`config.mk`:
```
export PLATFORM = sky130hd
export DESIGN_NAME = obstacle_spawner_flat
export DESIGN_NICKNAME = d
export VERILOG_FILES = /design/src/rtl/obstacle_spawner_if.sv /design/src/rtl/obstacle_spawner.sv /design/src/flat_wrapper.sv
export SDC_FILE = /design/constraint.sdc
export NUM_CORES = 1
export LEC_CHECK = 0
export ABC_AREA = 1
export CORE_ASPECT_RATIO = 0.5
export CORE_MARGIN = 2
export CORE_UTILIZATION = 53
export CTS_CLUSTER_SIZE = 8
export DETAILED_ROUTE_END_ITERATION = 12
export PLACE_DENSITY = 0.8
export SETUP_SLACK_MARGIN = 0.1
export SLEW_MARGIN = 0
export SYNTH_ARGS = -nofsm -noshare
export SYNTH_HDL_FRONTEND = slang
export SYNTH_SLANG_ARGS = --single-unit
```
`constraint.sdc`:
```
create_clock -name clk_i -period 1.62 [get_ports clk_i]
set_input_delay 0.324 -clock clk_i [delete_from_list [all_inputs] [get_ports clk_i]]
set_output_delay 0.324 -clock clk_i [all_outputs]
set_load 0.05 [all_outputs]
```
`src/rtl/obstacle_spawner_if.sv`:
```
// Spawn request channel between the spawner (slave side drives spawn_o/rand_o) and its environment.
// Pure wiring, no latency; busy_i is the backpressure that holds a pending request.
interface obstacle_spawner_if;
    logic       next_frame_i;
    logic       run_i;
    logic       busy_i;
    logic [1:0] level_i;
    logic       spawn_o;
    logic [1:0] rand_o;

    modport master (
        output next_frame_i, run_i, busy_i, level_i,
        input  spawn_o, rand_o
    );

    modport slave (
        input  next_frame_i, run_i, busy_i, level_i,
        output spawn_o, rand_o
    );
endinterface

```
`src/rtl/obstacle_spawner.sv`:
```
// Obstacle spawn producer: counts frame gaps, then raises a registered request with a random sprite.
// Request rises 1 clk after the gap-ending strobe; held (rand stable) while busy_i blocks acceptance.
module obstacle_spawner #(
    parameter logic [15:0] SEED       = 16'hACE1,
    parameter int          INIT_GAP   = 60,
    parameter int          BASE_GAP   = 40,
    parameter int          LEVEL_STEP = 8,
    parameter int          MIN_GAP    = 20
) (
    input  logic               clk_i,
    input  logic               rst_ni,
    obstacle_spawner_if.slave  sp
);

    localparam logic [15:0] SEED_EFF = (SEED == 16'h0000) ? 16'hACE1 : SEED;
    localparam logic [15:0] MASK     = 16'hB400;

    typedef enum logic [1:0] {
        IDLE = 2'd0,
        WAIT = 2'd1,
        REQ  = 2'd2
    } state_t;

    state_t      state_q, state_d;
    logic [7:0]  gap_q, gap_d;
    logic [15:0] lfsr_q;
    logic        spawn_q, spawn_d;
    logic [1:0]  rand_q, rand_d;

    logic [8:0]  raw_gap;
    logic [8:0]  sub_gap;
    logic [8:0]  floor_gap;
    logic [7:0]  reload_gap;

    // Free-running Galois LFSR; an all-zero value would lock up, so fall back to the seed.
    always_ff @(posedge clk_i or negedge rst_ni) begin
        if (!rst_ni) begin
            lfsr_q <= SEED_EFF;
        end else if (lfsr_q == 16'h0000) begin
            lfsr_q <= SEED_EFF;
        end else begin
            lfsr_q <= {1'b0, lfsr_q[15:1]} ^ (lfsr_q[0] ? MASK : 16'h0000);
        end
    end

    // Widest case is 40 + 63 = 103, so 9 bits never overflow and the result fits 8 bits.
    always_comb begin
        raw_gap    = 9'(BASE_GAP) + {3'b000, lfsr_q[5:0]};
        sub_gap    = 9'(LEVEL_STEP) * {7'b0000000, sp.level_i};
        floor_gap  = sub_gap + 9'(MIN_GAP);
        reload_gap = (raw_gap < floor_gap) ? 8'(MIN_GAP) : 8'(raw_gap - sub_gap);
    end

    always_ff @(posedge clk_i or negedge rst_ni) begin
        if (!rst_ni) begin
            state_q <= IDLE;
            gap_q   <= 8'(INIT_GAP);
            spawn_q <= 1'b0;
            rand_q  <= 2'b00;
        end else begin
            state_q <= state_d;
            gap_q   <= gap_d;
            spawn_q <= spawn_d;
            rand_q  <= rand_d;
        end
    end

    always_comb begin
        state_d = state_q;
        gap_d   = gap_q;
        spawn_d = spawn_q;
        rand_d  = rand_q;
        if (!sp.run_i) begin
            // Stopping drops any pending request; rand is left as-is.
            state_d = IDLE;
            spawn_d = 1'b0;
            gap_d   = 8'(INIT_GAP);
        end else begin
            case (state_q)
                IDLE: begin
                    state_d = WAIT;
                end
                WAIT: begin
                    if (sp.next_frame_i) begin
                        if (gap_q <= 8'd1) begin
                            state_d = REQ;
                            spawn_d = 1'b1;
                            rand_d  = lfsr_q[1:0];
                            gap_d   = 8'd0;
                        end else begin
                            gap_d = gap_q - 8'd1;
                        end
                    end
                end
                REQ: begin
                    if (sp.next_frame_i && !sp.busy_i) begin
                        state_d = WAIT;
                        spawn_d = 1'b0;
                        gap_d   = reload_gap;
                    end
                end
                default: begin
                    state_d = IDLE;
                    spawn_d = 1'b0;
                end
            endcase
        end
    end

    assign sp.spawn_o = spawn_q;
    assign sp.rand_o  = rand_q;

endmodule

```
`src/flat_wrapper.sv`:
```
// flat-port wrapper written by rule: the top's interface ports become plain ports
module obstacle_spawner_flat 
#(
    parameter logic [15:0] SEED       = 16'hACE1,
    parameter int          INIT_GAP   = 60,
    parameter int          BASE_GAP   = 40,
    parameter int          LEVEL_STEP = 8,
    parameter int          MIN_GAP    = 20
)
  (clk_i, rst_ni, sp_next_frame_i, sp_run_i, sp_busy_i, sp_level_i, sp_spawn_o, sp_rand_o);
  obstacle_spawner_if sp_i ();
  input  logic clk_i;
  input  logic rst_ni;
  input wire logic [$bits(sp_i.next_frame_i)-1:0] sp_next_frame_i;
  input wire logic [$bits(sp_i.run_i)-1:0] sp_run_i;
  input wire logic [$bits(sp_i.busy_i)-1:0] sp_busy_i;
  input wire logic [$bits(sp_i.level_i)-1:0] sp_level_i;
  output wire logic [$bits(sp_i.spawn_o)-1:0] sp_spawn_o;
  output wire logic [$bits(sp_i.rand_o)-1:0] sp_rand_o;
  assign sp_i.next_frame_i = sp_next_frame_i;
  assign sp_i.run_i = sp_run_i;
  assign sp_i.busy_i = sp_busy_i;
  assign sp_i.level_i = sp_level_i;
  assign sp_spawn_o = sp_i.spawn_o;
  assign sp_rand_o = sp_i.rand_o;
  obstacle_spawner #(.SEED(SEED), .INIT_GAP(INIT_GAP), .BASE_GAP(BASE_GAP), .LEVEL_STEP(LEVEL_STEP), .MIN_GAP(MIN_GAP)) u_core (.clk_i(clk_i), .rst_ni(rst_ni), .sp(sp_i));
endmodule
```
== Word-level counts from Yosys, hierarchy flattened ==
Cells that the tools add are included.

* Flip-flop bits (word level): 29
* Bits of input ports: 7
* Word-level logic and storage cells: 45

* $add $sub $neg: 4
* Magnitude comparators: 2
* Equality and inequality tests: 7
* Muxes and demuxes: 18
* Bitwise operators: 1
* Reduce and logical (&&, ||, !) cells: 8

{| class="wikitable"
|+ Operators with widths
! operator !! count
|-
| $mux W8 || 5
|-
| $mux W16 || 2
|-
| $logic_not A16 Y1 || 1
|-
| $pmux W8 S2 || 1
|-
| $xor A15 B16 Y16 || 1
|-
| $lt A9 B9 Y1 || 1
|-
| $le A8 B1 Y1 const B || 1
|-
| $mux W2 || 4
|-
| $reduce_and A4 Y1 || 2
|-
| $sub A8 B1 Y8 const B || 1
|-
| $sub A8 B5 Y8 || 1
|-
| $add A6 B6 Y7 const A || 1
|-
| $add A5 B5 Y6 const B || 1
|-
| $ne A3 B2 Y1 const B || 2
|-
| $pmux W2 S3 || 1
|-
| $reduce_and A3 Y1 || 2
|-
| $mux W1 || 4
|-
| $ne A3 B1 Y1 const B || 1
|-
| $ne A3 B3 Y1 const B || 1
|-
| $pmux W1 S3 || 1
|-
| $eq A2 B1 Y1 const B || 1
|-
| $eq A2 B2 Y1 const B || 1
|-
| $logic_not A2 Y1 || 1
|-
| $ne A2 B2 Y1 const B || 1
|-
| other kinds (2) || 2
|}

== Depth between registers and ports, before layout ==
* Depth after elaboration: 6
* Gate-level depth with buffers: 12
* Mapped depth without buffers: 12

== Worst setup path before layout ==
OpenSTA, ideal clock, no wires.

* Path type: reg-to-reg
* Start: register u_core.lfsr_q[3]
* End: register u_core.gap_q[5]
* Library setup time: 0.067 ns
* Arrival: 1.643 ns
* Data required time: 1.553 ns
* Path slack: -0.090 ns
* Stages on the path, launching flop included: 12
* Buffers on the path: 0
* Clock period less this slack: 1.710 ns
* Path through: dfrtp_1 > ha_1 > ha_1 > inv_1 > nand3_1 > nand3_1 > nand2_1 > nand2_1 > inv_1 > nor2_1 > nor2_1 > nor2_1

* Cells in the longest elaborated chain, start to end: 6

{| class="wikitable"
|+ RTL lines
! element !! line !! RTL
|-
| start, declared || obstacle_spawner.sv:26 || <nowiki>logic [15:0] lfsr_q;</nowiki>
|-
| start signal, assigned || obstacle_spawner.sv:42 || <nowiki>lfsr_q <= {1'b0, lfsr_q[15:1]} ^ (lfsr_q[0] ? MASK : 16'h0000);</nowiki>
|-
| $add A6 B6 Y7 * || obstacle_spawner.sv:48 || <nowiki>raw_gap = 9'(BASE_GAP) + {3'b000, lfsr_q[5:0]};</nowiki>
|-
| $sub A8 B5 Y8 / $lt A9 B9 Y1 (equally long branches) || obstacle_spawner.sv:51 || <nowiki>reload_gap = (raw_gap < floor_gap) ? 8'(MIN_GAP) : 8'(raw_gap - sub_gap);</nowiki>
|-
| $mux W8 * || obstacle_spawner.sv:51 ||
|-
| $mux W8 * || obstacle_spawner.sv:96 || <nowiki>if (sp.next_frame_i && !sp.busy_i) begin</nowiki>
|-
| $pmux W8 S2 * || obstacle_spawner.sv:79 || <nowiki>case (state_q)</nowiki>
|-
| $mux W8 * || obstacle_spawner.sv:73 || <nowiki>if (!sp.run_i) begin</nowiki>
|-
| end signal, assigned || obstacle_spawner.sv:57 || <nowiki>gap_q <= 8'(INIT_GAP);</nowiki>
|-
| end signal, assigned || obstacle_spawner.sv:62 || <nowiki>gap_q <= gap_d;</nowiki>
|-
| end, declared || obstacle_spawner.sv:25 || <nowiki>logic [7:0] gap_q, gap_d;</nowiki>
|}

Every way passes the cells marked *; elsewhere a longest branch is shown, timed or not. The select of a mux whose other input is x is not followed.
A chain may end at the register's enable or synchronous reset.

== Final worst setup path ==
* Start: register u_core.lfsr_q[3]
* End: register u_core.gap_q[1]

* Cells in the longest elaborated chain, start to end: 6

{| class="wikitable"
|+ RTL lines
! element !! line
|-
| $add A6 B6 Y7 || obstacle_spawner.sv:48
|-
| $lt A9 B9 Y1 || obstacle_spawner.sv:51
|-
| $mux W8 || obstacle_spawner.sv:51
|-
| $mux W8 || obstacle_spawner.sv:96
|-
| $pmux W8 S2 || obstacle_spawner.sv:79
|-
| $mux W8 || obstacle_spawner.sv:73
|}

Every way passes these cells. The select of a mux whose other input is x is not followed.

==> metrics.yaml <==
firstDrtPassIters: 4
h-tree-depth: 2
insertion_delay_ns: 0.29
worst_pin_slew_ns: 0.4248
gp_congestion: 0.8165
ys.flop_type: "dfrtp_1"
grt_pass1_vias: 1422
synth_top_area_share_pct: 24.23
clockBufferDepth: 2
core_mm2: 0.003083
drv_cap: 0
layout_worst_path_cycle_share_pct: 107.6
crit_required_ns: 1.79
ys_seq_area_share_pct: 42.20
vias_per_cell: 5.120
nets: 275
setup_ws_ns: -0.1230
fill_cells: 206
cts_root_buf: "clkbuf_8"
min_period_ns: 1.743
final_max_slew_viol_count: 0
async_flop_share_pct: 100.0
worstPathCellList: "ha_4, ha_4, inv_4, nand2_1, nand3_2, nand2_2, nand2_4, nand2_1, nand2_1, nand3_1, nand2_1"
report.final.hold_viol_count: 0
violations: "setup timing"
yosys.area.top_type: "dfrtp_1"
leakage_nw: 1.189
synth_edf_count: 0
fmax_mhz: 573.7
ant_nets: 0
critPathCaptureType: "flip-flop"
numCtsBuffers: 5
wl_per_cell_um: 13.45
multi_input_area_um2: 959.7
synth_cell_types: 28
critPathLaunchType: "flip-flop"
rsz0062_at_grt: "yes"
fin_util_pct: 72.20
grt_max_degree: 30
fin_cells: 299
crit_fanout: 8
place_hpwl_mm: 2.612
critPathKind: "reg -> reg"
ys_warn_count: 0
synthTopCellsByArea: "dfrtp_1, dfstp_2, nand2_1, inv_1, ha_1"
grt_usage_pct: 20.97
crit_family: "simple AND/OR/NAND/NOR gates"
die_h_um: 44.70
clkSlewWorstSetupHoldPaths_ns: 0.07
syn_inst: 235
core.rowCount: 14
max_stage_delay_ns: 0.43
cts_tree: "done"
port_buffers: 9
fp.dieArea_mm2: 0.003817
grt_pass1_wl_mm: 6.127
drt-total-wl_mm: 4.023
regArea_um2: 742.0
critPathArrivalTime_ns: 1.92
path_common_cell: "nand2_1"
min_path_type: "reg -> reg"
finClkSkew_ns: 0.005305
max-slew-margin-rel_pct: 71.42
top_layer: "met4"
ys_seq_elements: 29
setup_violations: 8
die_w_um: 85.39
synth.avg_cell_area_um2: 7.470
synth_nets: 252
n_antenna_cell: 0
met1Wirelength_mm: 1.731
drc: 0
cts_sinks: 29
via_count: 1531
grt-ovfl-total: 0
dp.cells: 288
start_util_pct: 56.94
met2_wirelength_mm: 2.047
antenna_found_initial: 0
syn_area_mm2: 0.001755
layout-drive-gt1-share_pct: 32.05
pin_count: 10
outcome: "finished with violations"
syn_to_final_growth_pct: 26.80
dr.first_iter.drc_count: 106
slowest_stage: "dfrtp_2"
wl_met3_um: 171
ir_drop_mv: 0.8228
crit_buf_inv: 1
whs_ns: 0.3856
power.density_mw_per_mm2: 957.9
place_ws_ns: -0.2636
cell type report:
class	instances	area share, %
multi-input combinational	157	43.11
sequential	29	33.33
timing repair buffer	24	8.769
inverter	41	7.139
clock buffer	6	3.710
tap	40	2.248
clock inverter	2	1.686
sequential cells by signal, summed over array words and instances, names as in the netlist:
| signal | count |
|---|---|
| u_core.sp.spawn_o | 1 |
| u_core.gap_q | 8 |
| u_core.sp.rand_o | 2 |
| u_core.state_q | 2 |
| u_core.lfsr_q | 16 |
synth_stat cells, types with 3 or more instances:
| cell type | instances |
|---|---|
| nand2_1 | 79 |
| inv_1 | 35 |
| nand3_1 | 19 |
| nor2_1 | 19 |
| dfrtp_1 | 17 |
| dfstp_2 | 12 |
| ha_1 | 9 |
| clkbuf_1 | 7 |
| inv_2 | 5 |
| nand4_1 | 5 |
| nor2_2 | 4 |
| nor4_1 | 3 |
| o21ai_1 | 3 |
report_power, final:
part / leakage [nW] / total (W) / internal [W] / switching [W]
registers: 0.335 / 0.000843 / 0.000786 / 0.0000574
logic: 0.797 / 0.000495 / 0.000207 / 0.000288
clock network: 0.0574 / 0.000794 / 0.000499 / 0.000294
routing by layer:
metal  GRT usage [%]  up-vias
met1           27.06      721
met4           6.667        0
met2           37.19       40
li1                -      762
met5               0        -
met3           3.839        8
layout by cell type, fill, tap and decap left out, types with 3 or more instances in the layout:
cell,netlist,layout
dfrtp_1,17,16
nand4_1,5,5
ha_1,9,5
inv_2,5,8
ha_4,0,4
nor2_1,19,18
nand3_2,1,6
nand2_2,2,7
nor4_1,3,3
nand3_1,19,13
inv_1,35,31
nor2_2,4,4
clkbuf_8,0,6
nand2_1,79,73
buf_4,0,18
clkdlybuf4s50_1,0,6
dfstp_2,12,12
repair_timing:
action / CTS / global route
resized for setup: 4 / 21
gates cloned: 0 / 0
endpoints found under the setup margin: 8 / 13
hold buffers: 0 / 0
pin swaps: 7 / 14
buffers inserted: 0 / 3
metrics by stage:
stage	area, um^2	setup TNS, ns	total power [W]
2_1_floorplan	1794	0	0.001118
3_3_place_gp	1986	-1.523	0.001226
3_5_place_dp	1986	-1.993	0.001240
4_1_cts	2121	-0.1214	0.002047
5_1_grt	2226	-1.220	0.002222
6_report	2226	-0.5617	0.002132
cell families after synthesis:
| family | count (synthesis) | share of synthesized area (%) |
|---|---|---|
| compound gates | 6 | 1.710 |
| buf+inv | 49 | 10.69 |
| fa+ha+maj | 10 | 7.555 |
| flops | 29 | 42.20 |
| xor+xnor | 3 | 1.497 |
| simple gates | 138 | 36.35 |
final timing paths:
check	startpoint	to	slack, ns	cells after the start
worst max-delay path	u_core.lfsr_q[3]	u_core.gap_q[1]	-0.12	11
worst min-delay path	u_core.lfsr_q[9]	u_core.lfsr_q[8]	0.39	0
worst max register to register	u_core.lfsr_q[3]	u_core.gap_q[1]	-0.12	11
worst min register to register	u_core.lfsr_q[9]	u_core.lfsr_q[8]	0.39	0
max in group asynchronous	rst_ni	u_core.gap_q[4]	0.89	2
min in group asynchronous	rst_ni	u_core.lfsr_q[4]	0.41	2
Note: power is estimated with default switching activity, not from simulation.
